File: config.mk
export PLATFORM = sky130hd
export DESIGN_NAME = control_sequencer_flat
export DESIGN_NICKNAME = d
export VERILOG_FILES = /design/src/rtl/control_sequencer_pkg.sv /design/src/rtl/control_sequencer_if.sv /design/src/rtl/control_sequencer_decode.sv /design/src/rtl/control_sequencer.sv /design/src/flat_wrapper.sv
export SDC_FILE = /design/constraint.sdc
export NUM_CORES = 1
export LEC_CHECK = 0
export CORE_MARGIN = 5
export CORE_UTILIZATION = 45
export CTS_CLUSTER_DIAMETER = 120
export DETAILED_ROUTE_END_ITERATION = 7
export GPL_ROUTABILITY_DRIVEN = 0
export PLACE_DENSITY = 0.81
export SYNTH_ARGS = -nofsm -noshare
export SYNTH_HDL_FRONTEND = slang
export SYNTH_SLANG_ARGS = --single-unit
export TNS_END_PERCENT = 1
File: constraint.sdc
create_clock -name clk -period 3.5 [get_ports clk]
set_input_delay 0.35 -clock clk [delete_from_list [all_inputs] [get_ports clk]]
set_output_delay 0.35 -clock clk [all_outputs]
set_load 0.1 [all_outputs]
File: src/rtl/control_sequencer_pkg.sv
// rtl/control_sequencer_pkg.sv - shared types, opcodes and opcode classifier for the control sequencer
package cu_pkg;

  typedef struct packed {
    logic pc_out;
    logic mar_enable;
    logic pc_increment;
    logic z_enable;
    logic zlo_out;
    logic pc_enable;
    logic read;
    logic mdr_enable;
    logic mdr_out;
    logic ir_enable;
    logic gra;
    logic grb;
    logic grc;
    logic ba_out;
    logic y_enable;
    logic c_sign_extended_out;
    logic r_in;
    logic r_out;
    logic ram_write;
    logic inport_out;
    logic outport_enable;
    logic hi_out;
    logic lo_out;
  } cw_t;

  localparam int CW_W = $bits(cw_t);

  typedef enum logic [3:0] {
    S_IDLE, S_T0, S_T1, S_T2, S_DEC, S_T3, S_T4, S_T5, S_T6, S_T7, S_HALT
  } state_t;

  typedef enum logic [3:0] {
    ALU_R, ALU_I, LD, ST, IN, OUT, MFHI, MFLO, NOP, HALT, ILL
  } class_t;

  localparam logic [4:0] OP_LD    = 5'b00000;
  localparam logic [4:0] OP_LDI   = 5'b00001;
  localparam logic [4:0] OP_ST    = 5'b00010;
  localparam logic [4:0] OP_RLO   = 5'b00011;
  localparam logic [4:0] OP_RHI   = 5'b01011;
  localparam logic [4:0] OP_ADDI  = 5'b01100;
  localparam logic [4:0] OP_ANDI  = 5'b01101;
  localparam logic [4:0] OP_ORI   = 5'b01110;
  localparam logic [4:0] OP_IN    = 5'b10110;
  localparam logic [4:0] OP_OUT   = 5'b10111;
  localparam logic [4:0] OP_MFHI  = 5'b11000;
  localparam logic [4:0] OP_MFLO  = 5'b11001;
  localparam logic [4:0] OP_NOP   = 5'b11010;
  localparam logic [4:0] OP_HALT  = 5'b11011;

  function automatic class_t op_class(input logic [4:0] op);
    class_t c;
    c = ILL;
    if (op >= OP_RLO && op <= OP_RHI) c = ALU_R;
    else begin
      case (op)
        OP_LD:                             c = LD;
        OP_ST:                             c = ST;
        OP_LDI, OP_ADDI, OP_ANDI, OP_ORI:  c = ALU_I;
        OP_IN:                             c = IN;
        OP_OUT:                            c = OUT;
        OP_MFHI:                           c = MFHI;
        OP_MFLO:                           c = MFLO;
        OP_NOP:                            c = NOP;
        OP_HALT:                           c = HALT;
        default:                           c = ILL;
      endcase
    end
    return c;
  endfunction

endpackage

File: src/rtl/control_sequencer_if.sv
// rtl/control_sequencer_if.sv - datapath-facing bundle: IR and memory handshake in, strobes and ALU op out
interface control_sequencer_if #(
  parameter int IRW = 32,
  parameter int OPW = 5
) ();
  import cu_pkg::*;

  logic [IRW-1:0] ir;
  logic           mem_ready;
  cw_t            ctrl;
  logic [OPW-1:0] alu_op;

  modport master (input ir, mem_ready, output ctrl, alu_op);
  modport slave  (output ir, mem_ready, input ctrl, alu_op);
endinterface

File: src/rtl/control_sequencer_decode.sv
// rtl/control_sequencer_decode.sv - combinational map from (T-state, instruction class) to control word
module cu_decode
  import cu_pkg::*;
(
  input  state_t state,
  input  class_t cls,
  output cw_t    ctrl
);

  always_comb begin
    ctrl = '0;
    case (state)
      S_T0: begin
        ctrl.pc_out = 1'b1; ctrl.mar_enable = 1'b1;
        ctrl.pc_increment = 1'b1; ctrl.z_enable = 1'b1;
      end
      S_T1: begin
        ctrl.zlo_out = 1'b1; ctrl.pc_enable = 1'b1;
        ctrl.read = 1'b1; ctrl.mdr_enable = 1'b1;
      end
      S_T2: begin
        ctrl.mdr_out = 1'b1; ctrl.ir_enable = 1'b1;
      end
      S_T3: begin
        case (cls)
          ALU_I, LD, ST: begin ctrl.grb = 1'b1; ctrl.ba_out = 1'b1; ctrl.y_enable = 1'b1; end
          ALU_R:         begin ctrl.grb = 1'b1; ctrl.r_out = 1'b1; ctrl.y_enable = 1'b1; end
          IN:            begin ctrl.inport_out = 1'b1; ctrl.gra = 1'b1; ctrl.r_in = 1'b1; end
          OUT:           begin ctrl.gra = 1'b1; ctrl.r_out = 1'b1; ctrl.outport_enable = 1'b1; end
          MFHI:          begin ctrl.hi_out = 1'b1; ctrl.gra = 1'b1; ctrl.r_in = 1'b1; end
          MFLO:          begin ctrl.lo_out = 1'b1; ctrl.gra = 1'b1; ctrl.r_in = 1'b1; end
          default:       ;
        endcase
      end
      S_T4: begin
        case (cls)
          ALU_I, LD, ST: begin ctrl.c_sign_extended_out = 1'b1; ctrl.z_enable = 1'b1; end
          ALU_R:         begin ctrl.grc = 1'b1; ctrl.r_out = 1'b1; ctrl.z_enable = 1'b1; end
          default:       ;
        endcase
      end
      S_T5: begin
        case (cls)
          ALU_I, ALU_R:  begin ctrl.zlo_out = 1'b1; ctrl.gra = 1'b1; ctrl.r_in = 1'b1; end
          LD, ST:        begin ctrl.zlo_out = 1'b1; ctrl.mar_enable = 1'b1; end
          default:       ;
        endcase
      end
      S_T6: begin
        case (cls)
          LD:      begin ctrl.read = 1'b1; ctrl.mdr_enable = 1'b1; end
          ST:      begin ctrl.gra = 1'b1; ctrl.r_out = 1'b1; ctrl.mdr_enable = 1'b1; end
          default: ;
        endcase
      end
      S_T7: begin
        case (cls)
          LD:      begin ctrl.mdr_out = 1'b1; ctrl.gra = 1'b1; ctrl.r_in = 1'b1; end
          ST:      ctrl.ram_write = 1'b1;
          default: ;
        endcase
      end
      default: ;
    endcase
  end

endmodule

File: src/rtl/control_sequencer.sv
// rtl/control_sequencer.sv - hardwired T-state sequencer with run/step, memory stalls, halt and retire counter
module control_sequencer
  import cu_pkg::*;
#(
  parameter int IRW         = 32,
  parameter int OPW         = 5,
  parameter int STEP_CYCLES = 1,
  parameter int CNT_W       = 16
) (
  input  logic                  clk,
  input  logic                  clr,
  input  logic                  run,
  input  logic                  step,
  control_sequencer_if.master   dp,
  output logic                  busy,
  output logic                  halted,
  output logic                  illegal,
  output logic [CNT_W-1:0]      instr_count
);

  localparam logic [1:0] HOLD_MAX = 2'(STEP_CYCLES - 1);

  state_t         state, state_nx;
  logic [1:0]     hold_cnt, hold_nx;
  logic [OPW-1:0] opcode_q;
  class_t         cls_q, cls_ir;
  logic           mem_state, advance, last_t, retire;
  cw_t            cw;

  // cls_ir is only meaningful in DEC, once the IR has been loaded in T2
  assign cls_q  = op_class(5'(opcode_q));
  assign cls_ir = op_class(5'(dp.ir[IRW-1 -: OPW]));

  always_comb begin
    mem_state = (state == S_T1) || (state == S_T6 && cls_q == LD) ||
                (state == S_T7 && cls_q == ST);
    advance   = (hold_cnt == HOLD_MAX) && (!mem_state || dp.mem_ready);
    case (state)
      S_DEC:   last_t = (cls_ir == NOP) || (cls_ir == ILL);
      S_T3:    last_t = (cls_q == IN) || (cls_q == OUT) || (cls_q == MFHI) || (cls_q == MFLO);
      S_T5:    last_t = (cls_q == ALU_R) || (cls_q == ALU_I);
      S_T7:    last_t = 1'b1;
      default: last_t = 1'b0;
    endcase
  end

  always_comb begin
    state_nx = state;
    retire   = 1'b0;
    hold_nx  = hold_cnt;
    case (state)
      S_IDLE: if (run || step) state_nx = S_T0;
      S_HALT: state_nx = S_HALT;
      default: begin
        if (advance) begin
          if (state == S_DEC && cls_ir == HALT) begin
            state_nx = S_HALT;
            retire   = 1'b1;
          end else if (last_t) begin
            state_nx = run ? S_T0 : S_IDLE;
            retire   = 1'b1;
          end else begin
            state_nx = state_t'(state + 4'd1);
          end
        end
      end
    endcase
    // a stalled memory T-state freezes the hold counter along with the state
    if (state == S_IDLE || state == S_HALT) hold_nx = '0;
    else if (mem_state && !dp.mem_ready)    hold_nx = hold_cnt;
    else if (hold_cnt == HOLD_MAX)          hold_nx = '0;
    else                                    hold_nx = hold_cnt + 2'd1;
  end

  always_ff @(posedge clk or negedge clr) begin
    if (!clr) begin
      state       <= S_IDLE;
      hold_cnt    <= '0;
      opcode_q    <= '0;
      instr_count <= '0;
    end else begin
      state    <= state_nx;
      hold_cnt <= hold_nx;
      if (state == S_DEC) opcode_q <= dp.ir[IRW-1 -: OPW];
      if (retire) instr_count <= instr_count + 1'b1;
    end
  end

  cu_decode u_decode (
    .state (state),
    .cls   (cls_q),
    .ctrl  (cw)
  );

  assign dp.ctrl   = cw;
  assign dp.alu_op = opcode_q;
  assign busy      = (state != S_IDLE) && (state != S_HALT);
  assign halted    = (state == S_HALT);
  assign illegal   = (state == S_DEC) && (hold_cnt == 2'd0) && (cls_ir == ILL);

endmodule

File: src/flat_wrapper.sv
// flat-port wrapper written by rule: the top's interface ports become plain ports
module control_sequencer_flat import cu_pkg::*;
#(
  parameter int IRW         = 32,
  parameter int OPW         = 5,
  parameter int STEP_CYCLES = 1,
  parameter int CNT_W       = 16
)
  (clk, clr, run, step, busy, halted, illegal, instr_count, dp_ir, dp_mem_ready, dp_ctrl, dp_alu_op);
  control_sequencer_if #(.IRW(IRW), .OPW(OPW)) dp_i ();
  input  logic clk;
  input  logic clr;
  input  logic run;
  input  logic step;
  output logic busy;
  output logic halted;
  output logic illegal;
  output logic [CNT_W-1:0] instr_count;
  input wire logic [$bits(dp_i.ir)-1:0] dp_ir;
  input wire logic [$bits(dp_i.mem_ready)-1:0] dp_mem_ready;
  output wire logic [$bits(dp_i.ctrl)-1:0] dp_ctrl;
  output wire logic [$bits(dp_i.alu_op)-1:0] dp_alu_op;
  assign dp_i.ir = dp_ir;
  assign dp_i.mem_ready = dp_mem_ready;
  assign dp_ctrl = dp_i.ctrl;
  assign dp_alu_op = dp_i.alu_op;
  control_sequencer #(.IRW(IRW), .OPW(OPW), .STEP_CYCLES(STEP_CYCLES), .CNT_W(CNT_W)) u_core (.clk(clk), .clr(clr), .run(run), .step(step), .dp(dp_i), .busy(busy), .halted(halted), .illegal(illegal), .instr_count(instr_count));
endmodule
### Word-level counts from Yosys, hierarchy flattened

Memory sizes are Yosys's and may differ from the RTL's.
Index checks and enable logic that the tools add are counted.

| cells by class | value |
|---|---|
| equal/unequal tests | 23 |
| multiplexer cells | 47 |
| reduce and logical (&&, ||, !) cells | 36 |
| order comparisons | 4 |
| $add $sub $neg | 3 |

Operators with widths:

| kind | count |
|---|---|
| $eq A4 B3 Y1 const B | 8 |
| $mux W4 | 7 |
| $mux W1 | 26 |
| $eq A4 B4 Y1 const B | 6 |
| $add A16 B1 Y16 const B | 1 |
| $eq A4 B2 Y1 const B | 4 |
| $ge A5 B2 Y1 const B | 2 |
| $le A5 B4 Y1 const B | 2 |
| $logic_and A1 B1 Y1 | 10 |
| $logic_or A1 B1 Y1 | 10 |
| $eq A4 B1 Y1 const B | 2 |
| $logic_not A4 Y1 | 2 |
| $mux W2 | 4 |
| $pmux W1 S2 | 4 |
| $pmux W1 S4 | 2 |
| $pmux W4 S2 | 1 |
| $reduce_or A2 Y1 | 4 |
| $reduce_or A4 Y1 | 2 |
| $pmux W1 S3 | 2 |
| $reduce_or A3 Y1 | 2 |
| $add A4 B1 Y4 const B | 1 |
| $ne A2 B1 Y1 const B | 2 |
| $ne A4 B4 Y1 const B | 1 |
| $pmux W2 S2 | 1 |
| 6 further kinds | 7 |

| word-level totals | value |
|---|---|
| memories | 2 |
| word-level logic and storage cells | 119 |
| bits in read-only memories | 256 |
| register bits after elaboration | 27 |
| input bits | 37 |

Memories:

| name | words | bits a word | read ports | clocked after memory_dff | write ports | line | RTL |
|---|---|---|---|---|---|---|---|
| (name not given) | 32 | 4 | 1 | 0 | 0 | control_sequencer_pkg.sv:60 | `case (op)` |
| (name not given) | 32 | 4 | 1 | 0 | 0 | control_sequencer_pkg.sv:60 |  |

### Logic depth before layout (Yosys ltp)

Gate-level depths: netlist (run 1).

| logic depth | value |
|---|---|
| depth after elaboration | 12 |
| gate-level depth with buffers | 11 |
| mapped depth without buffers | 8 |

### By module

From an unflattened synthesis (run 1), not the netlist that was laid out.

| second synthesis, totals | value |
|---|---|
| cell total of the unflattened synthesis | 264 |
| area total of the unflattened synthesis | 2289.7 um^2 |

By module, submodules not included:

| module | sequential area each (um^2) | cells each | area an instance (um^2) | instances |
|---|---|---|---|---|
| control_sequencer | 675.6 | 203 | 1958.1 | 1 |
| cu_decode | 0.0 | 61 | 331.6 | 1 |

### Least setup slack after synthesis (run 1)

OpenSTA, ideal clock, no wires.

| timing | value |
|---|---|
| path kind | register to output |
| start point | reg u_core.opcode_q[1], in the netlist u_core.dp.alu_op[1] |
| end point | out dp_ctrl[12] |
| arrival time | 4.395 ns |
| setup slack | -1.245 ns |
| path buffers | 0 |
| stages on the path, launching flop included | 8 |
| cell sequence | dfrtp_1 > inv_1 > ha_1 > or3_4 > nand2_1 > o211ai_1 > mux2i_1 > o21ai_0 |

| between the ends | value |
|---|---|
| longest elaborated chain between the ends | 7 |
| elaborated cells between the ends (all ways) | 20 |
| those cells by class | order compare: 2; eq/ne: 7; mux: 6; reduce/logical: 4; memory: 1 |

Ends and longest elaborated chain:

| item | line | RTL |
|---|---|---|
| start, declared | control_sequencer.sv:25 | `logic [OPW-1:0] opcode_q;` |
| start signal, assigned | control_sequencer.sv:84 | `if (state == S_DEC) opcode_q <= dp.ir[IRW-1 -: OPW];` |
| parallel branches: the longest is 2 deep, another holds $mem_v2 Z32 W4 | n/a |  |
| $mux W4 (*) | control_sequencer_pkg.sv:58 | `if (op >= OP_RLO && op <= OP_RHI) c = ALU_R;` |
| $eq A4 B3 Y1 (tied with other cells) | control_sequencer_decode.sv:25 | `case (cls)` |
| $reduce_or A4 Y1 (no source line) / $reduce_or A2 Y1 (equally long branches) | n/a |  |
| $mux W1, on equally long branches | control_sequencer_decode.sv:25, control_sequencer_decode.sv:43 |  |
| $pmux W1 S4 (*) | control_sequencer_decode.sv:12 | `case (state)` |
| end, declared | flat_wrapper.sv:21 | `output wire logic [$bits(dp_i.ctrl)-1:0] dp_ctrl;` |

Every way passes the cells marked *.

### Worst setup path in the final report (run 1)

| timing | value |
|---|---|
| start point | reg u_core.opcode_q[0], in the netlist u_core.dp.alu_op[0] |
| end point | out dp_ctrl[6] |

| between the ends | value |
|---|---|
| longest elaborated chain between the ends | 7 |
| elaborated cells between the ends (all ways) | 17 |
| those cells by class | order compare: 2; eq/ne: 5; mux: 5; reduce/logical: 4; memory: 1 |

Ends and longest elaborated chain:

| item | line |
|---|---|
| parallel branches: the longest is 2 deep, another holds $mem_v2 Z32 W4 | n/a |
| $mux W4 (*) | control_sequencer_pkg.sv:58 |
| $eq A4 B3 Y1 (tied with other cells) | control_sequencer_decode.sv:25 |
| $reduce_or A3 Y1 (no source line) / $reduce_or A2 Y1 (equally long branches) | n/a |
| $mux W1, on equally long branches | control_sequencer_decode.sv:25, control_sequencer_decode.sv:43 |
| $pmux W1 S3 (*) | control_sequencer_decode.sv:12 |

Marked as above.

==> impl_metrics.ini, run 1 <==
[synth]
async_flop_share = 1.00
synth_edf_count = 0
synthAdderAreaFrac = 0.0710
synth_cell_types = 61
yosys.area_share.simple = 0.303
synth-seq-cells = 27
yosys_warnings = 0
synthXorXnorAreaFrac = 0.0650
synth.net_count = 305
synth_area_um2 = 2290
synth_area_leaders = dfrtp_1, ha_1, xnor2_1, nand2_1, and3_1
yosysTopAreaCellShare = 0.295
yosys.area.top_type = dfrtp_1
syn_inst = 255
muxShareOfSynthArea = 0.0421
synth_compound_area_frac = 0.152
syn_area_per_cell_um2 = 8.98
synth_top_family_by_area = simple AND/OR/NAND/NOR gates
seq_area_frac_synth = 0.295
synth_top_flop_cell = dfrtp_1

[cells_and_area]
final_cell_mix = clkdlybuf4s50_1, buf_4, dfrtp_1, nand2_1, nor2_1
finalInstanceArea_um2 = 2830
diodes = 0
fin_cells = 371
drive_above_1_share = 0.173
nets = 352
final_common_cell = clkdlybuf4s50_1
area_delta_synth_final_pct = 23.4

[global_routing]
grt_first_pass_wirelength_um = 9070
grtUsageTotal = 0.169
grt_max_degree = 28
overflow = 0
grt_pass1_vias = 1997
antenna_found_initial = 0

[setup_path]
cp_data_required_time_ps = 3150
worst-path-max-fanout = 9
path_class = reg -> out
r2r-start = u_core.dp.alu_op[0]
endpoint_kind = output pin
worstPathArrival_ps = 2720
cp-startpoint = u_core.dp.alu_op[0]
critPathLaunchType = register

[sta]
hold-worst-slack_ps = 457
fmax_ghz = 0.326
setup_violations = 0
report.final.hold_viol_count = 0
finalCritPeriodShare = 0.876
rsz0062_at_grt = no
final_max_slew_viol_count = 0
tightest_slew_ps = 980
slew_headroom = 0.345
final.min_clock_period_ps = 3070
fin_skew_ps = 1.91

[floorplanning]
core_area_um2 = 5010
die_area_um2 = 6610
die_x_um = 81.3
die_h_um = 81.3
io_pins = 84
num_rows = 26
start_util = 0.457

[detailed_routing]
routed_wl_um = 5360
drc = 0
ant_nets = 0
viasPerCell = 5.57
drt-initial-drc-count = 181
via_count = 2067
routedWlPerCell_um = 14.4
first_pass_iters = 4

[clocking]
h-tree-depth = 1
post_cts_resize_count = 0
cts_sinks = 27
postCtsSetupBuffers = 0
cts_made_buffers = 3
cts_tree = done
clkTransAtPathRegs_ps = 80
hold_buffers = 0
clk_latency_ps = 270
cts_buffer_depth = 2
root_buffer = clkbuf_8

[run]
max-cap-violations = 0

[min_path]
hold_class = in -> async

[outcome]
status = finished clean

[placement]
dp_hpwl_um = 4050
dpl-instance-area_um2 = 2780
place_inst = 367
io_buffers = 56
## flip-flops by register name (all words and copies together) (netlist names)
register	cells
u_core.state	4
u_core.instr_count	16
u_core.dp.alu_op	5
u_core.hold_cnt	2
## area by class of cell
class | instances | area [µm²]
multi-input combinational | 199 | 1460
tap | 70 | 87.6
fill | 487 | 2180
clock buffer | 4 | 45.0
sequential | 27 | 676
inverter | 13 | 48.8
timing repair buffer | 58 | 510
## worst paths after layout
path	end	slack, ps	cells after the start
worst max register to register	u_core.instr_count[1]	660	7
worst min register to register	u_core.instr_count[15]	500	1
max in group asynchronous	u_core.instr_count[10]	2790	2
worst max-delay path	dp_ctrl[6]	430	8
worst min-delay path	u_core.instr_count[5]	460	2
min in group clk	u_core.instr_count[15]	500	1
## critical path: stages, from the launching register on
cell and delay (ps):
dfrtp_1 500, ha_1 360, a2111o_1 430, nand3_2 150, and2_1 240, nand4_1 200
nand2_1 130, a221o_1 140, buf_4 290
## synth_stat cells, drive strengths merged (4+ instances only)
| master | instances |
|---|---|
| dfrtp | 27 |
| buf | 13 |
| nand3 | 12 |
| nor2 | 18 |
| nand2 | 24 |
| and3 | 12 |
| nor2b | 5 |
| mux2i | 4 |
| a31oi | 4 |
| xnor2 | 16 |
| o211ai | 4 |
| o21ai | 7 |
| a21oi | 6 |
| ha | 13 |
| inv | 13 |
| mux2 | 5 |
| nand4 | 11 |
| and2 | 8 |
## stage by stage
stage	setup WS, ps	setup TNS (ps)	utilization
after global placement	548	0	0.555
after global routing	232	0	0.564
final	435	0	0.564
after CTS	421	0	0.564
after detailed placement	516	0	0.555
after floorplan	-514	-3990	-
## cell families after synthesis
family / Yosys count
xor gates and xnor gates: 17
DFF: 27
adders and majority gates: 13
buffers and inverters: 29
and+or+nand+nor: 115
AOI/OAI and AO/OA: 45
muxes: 9
## layer usage
| layer | share of wire | global-route usage | wire length [µm] |
|---|---|---|---|
| met2 | 0.45 | 0.266 | 2430 |
| met1 | 0.47 | 0.232 | 2510 |
| met3 | 0.067 | 0.0288 | 360 |
| met4 | 0.0099 | 0.0608 | 53 |
| met5 | 0 | 0 | 0 |
Power of run 1 is not shown: default switching activity piles up to over one toggle a cycle in this logic, so the estimate is an artifact.
==> run 2: changes to the inputs <==
CORE_ASPECT_RATIO = 1.4   (was not set)
CORE_MARGIN = 1.5   (was 5)
HOLD_SLACK_MARGIN = 0.05   (was not set)
==> run 2 against run 1 <==
  * Sequential share of layout area rose by 0.13 points
  * Worst setup slack improved by 44 ps
  * Clock skew rose by 4.8 ps
  * Utilization rose by 1.2 points
  * Critical path depth did not move
  * Via count fell by 1.1%
  * Global-route usage rose by 2.0 points
  * Sequential cell count did not move
==> impl_metrics.ini, run 2 (synthesis results as in run 1) <==
[outcome]
status = finished clean

[clocking]
cts_tree = done
cts_made_buffers = 3
h-tree-depth = 1
root_buffer = clkbuf_8
post_cts_resize_count = 0
cts_buffer_depth = 2
postCtsSetupBuffers = 0
clkTransAtPathRegs_ps = 90
cts_sinks = 27
hold_buffers = 0
clk_latency_ps = 270

[sta]
tightest_slew_ps = 977
report.final.hold_viol_count = 0
setup-tns-final_ps = 0
fin_skew_ps = 6.70
finalCritPeriodShare = 0.863
fmax_ghz = 0.331
rsz0062_at_grt = no
slew_headroom = 0.346
setup_slack_ps = 479
final_max_slew_viol_count = 0
setup_violations = 0
hold-worst-slack_ps = 441
final.min_clock_period_ps = 3020

[floorplanning]
num_rows = 30
io_pins = 84
core_area_um2 = 4880
die_area_um2 = 5530
die_x_um = 63.3
start_util = 0.469
die_h_um = 87.4

[global_routing]
antenna_found_initial = 0
grt_max_degree = 28
grt_first_pass_wirelength_um = 8680
overflow = 0
grt_pass1_vias = 1940
grtUsageTotal = 0.189

[cells_and_area]
area_delta_synth_final_pct = 22.7
final_common_cell = clkdlybuf4s50_1
largest_reg_flops = 16
final_cell_mix = clkdlybuf4s50_1, buf_4, dfrtp_1, nand2_1, nor2_1
nets = 351
regMostFlops = u_core.instr_count
final_util = 0.576
drive_above_1_share = 0.170
diodes = 0

[setup_path]
rrSetupSlack_ps = 570
cp_data_required_time_ps = 3150
cpLargestDelayFamily = simple AND/OR/NAND/NOR gates
ff2ff_path_depth = 8
worst-path-max-fanout = 11
cpMaxStageDelayCell = dfrtp_1
endpoint_kind = output pin
worst-path-stages = 8
path_class = reg -> out
cp-startpoint = u_core.dp.alu_op[1]
cpPeakStageDelay_ps = 510
cp_num_buf_inv = 1
worstPathArrival_ps = 2670
r2r_end = u_core.instr_count[1]
critPathLaunchType = register
r2r-start = u_core.dp.alu_op[1]
crit_chain = ha_1 -> nor4bb_2 -> a211oi_4 -> and2_1 -> nand4_1 -> nand2_1 -> a221o_1 -> buf_4

[detailed_routing]
routed_wl_um = 5110
ant_nets = 0
routedWlPerCell_um = 14.0
first_pass_iters = 4
drc = 0
via_count = 2045
drt-initial-drc-count = 89
viasPerCell = 5.62

[run]
max-cap-violations = 0

[placement]
pre_cts_ws_ps = 487
dp_hpwl_um = 3840
io_buffers = 56

[min_path]
hold_class = in -> async
-- run 2: cell count changes in the layout (fill, tap and decap cells not counted) --
cell   change
buf_4      -1
-- run 2: area by class of cell --
class / instances / area, µm²
fill: 462 / 2070
multi-input combinational: 199 / 1460
sequential: 27 / 676
timing repair buffer: 57 / 503
tap: 64 / 80.1
inverter: 13 / 48.8
clock buffer: 4 / 45.0
-- run 2: how the worst max path moves through the flow --
stage                                  endpoint  slack [ps]
after floorplan                      dp_ctrl[7]        -510
after global placement    u_core.instr_count[1]         510
after detailed placement  u_core.instr_count[1]         490
after CTS                            dp_ctrl[6]         460
after global routing                dp_ctrl[10]         300
final                                dp_ctrl[6]         480
-- run 2: through the flow --
stage               std cells  instance area (µm²)
floorplan                 255                 2300
global placement          360                 2770
detailed placement        360                 2770
CTS                       364                 2810
global route              364                 2810
finish                    364                 2810
-- run 2: routing by layer --
metal / track usage / vias to the layer above / wire length, µm
met1: 0.233 / 987 / 2260
li1: - / 1014 / -
met5: 0 / - / 0
met4: 0.0652 / 0 / 38
met3: 0.0194 / 4 / 170
met2: 0.341 / 40 / 2650
Power of run 2 is left out for the same reason.
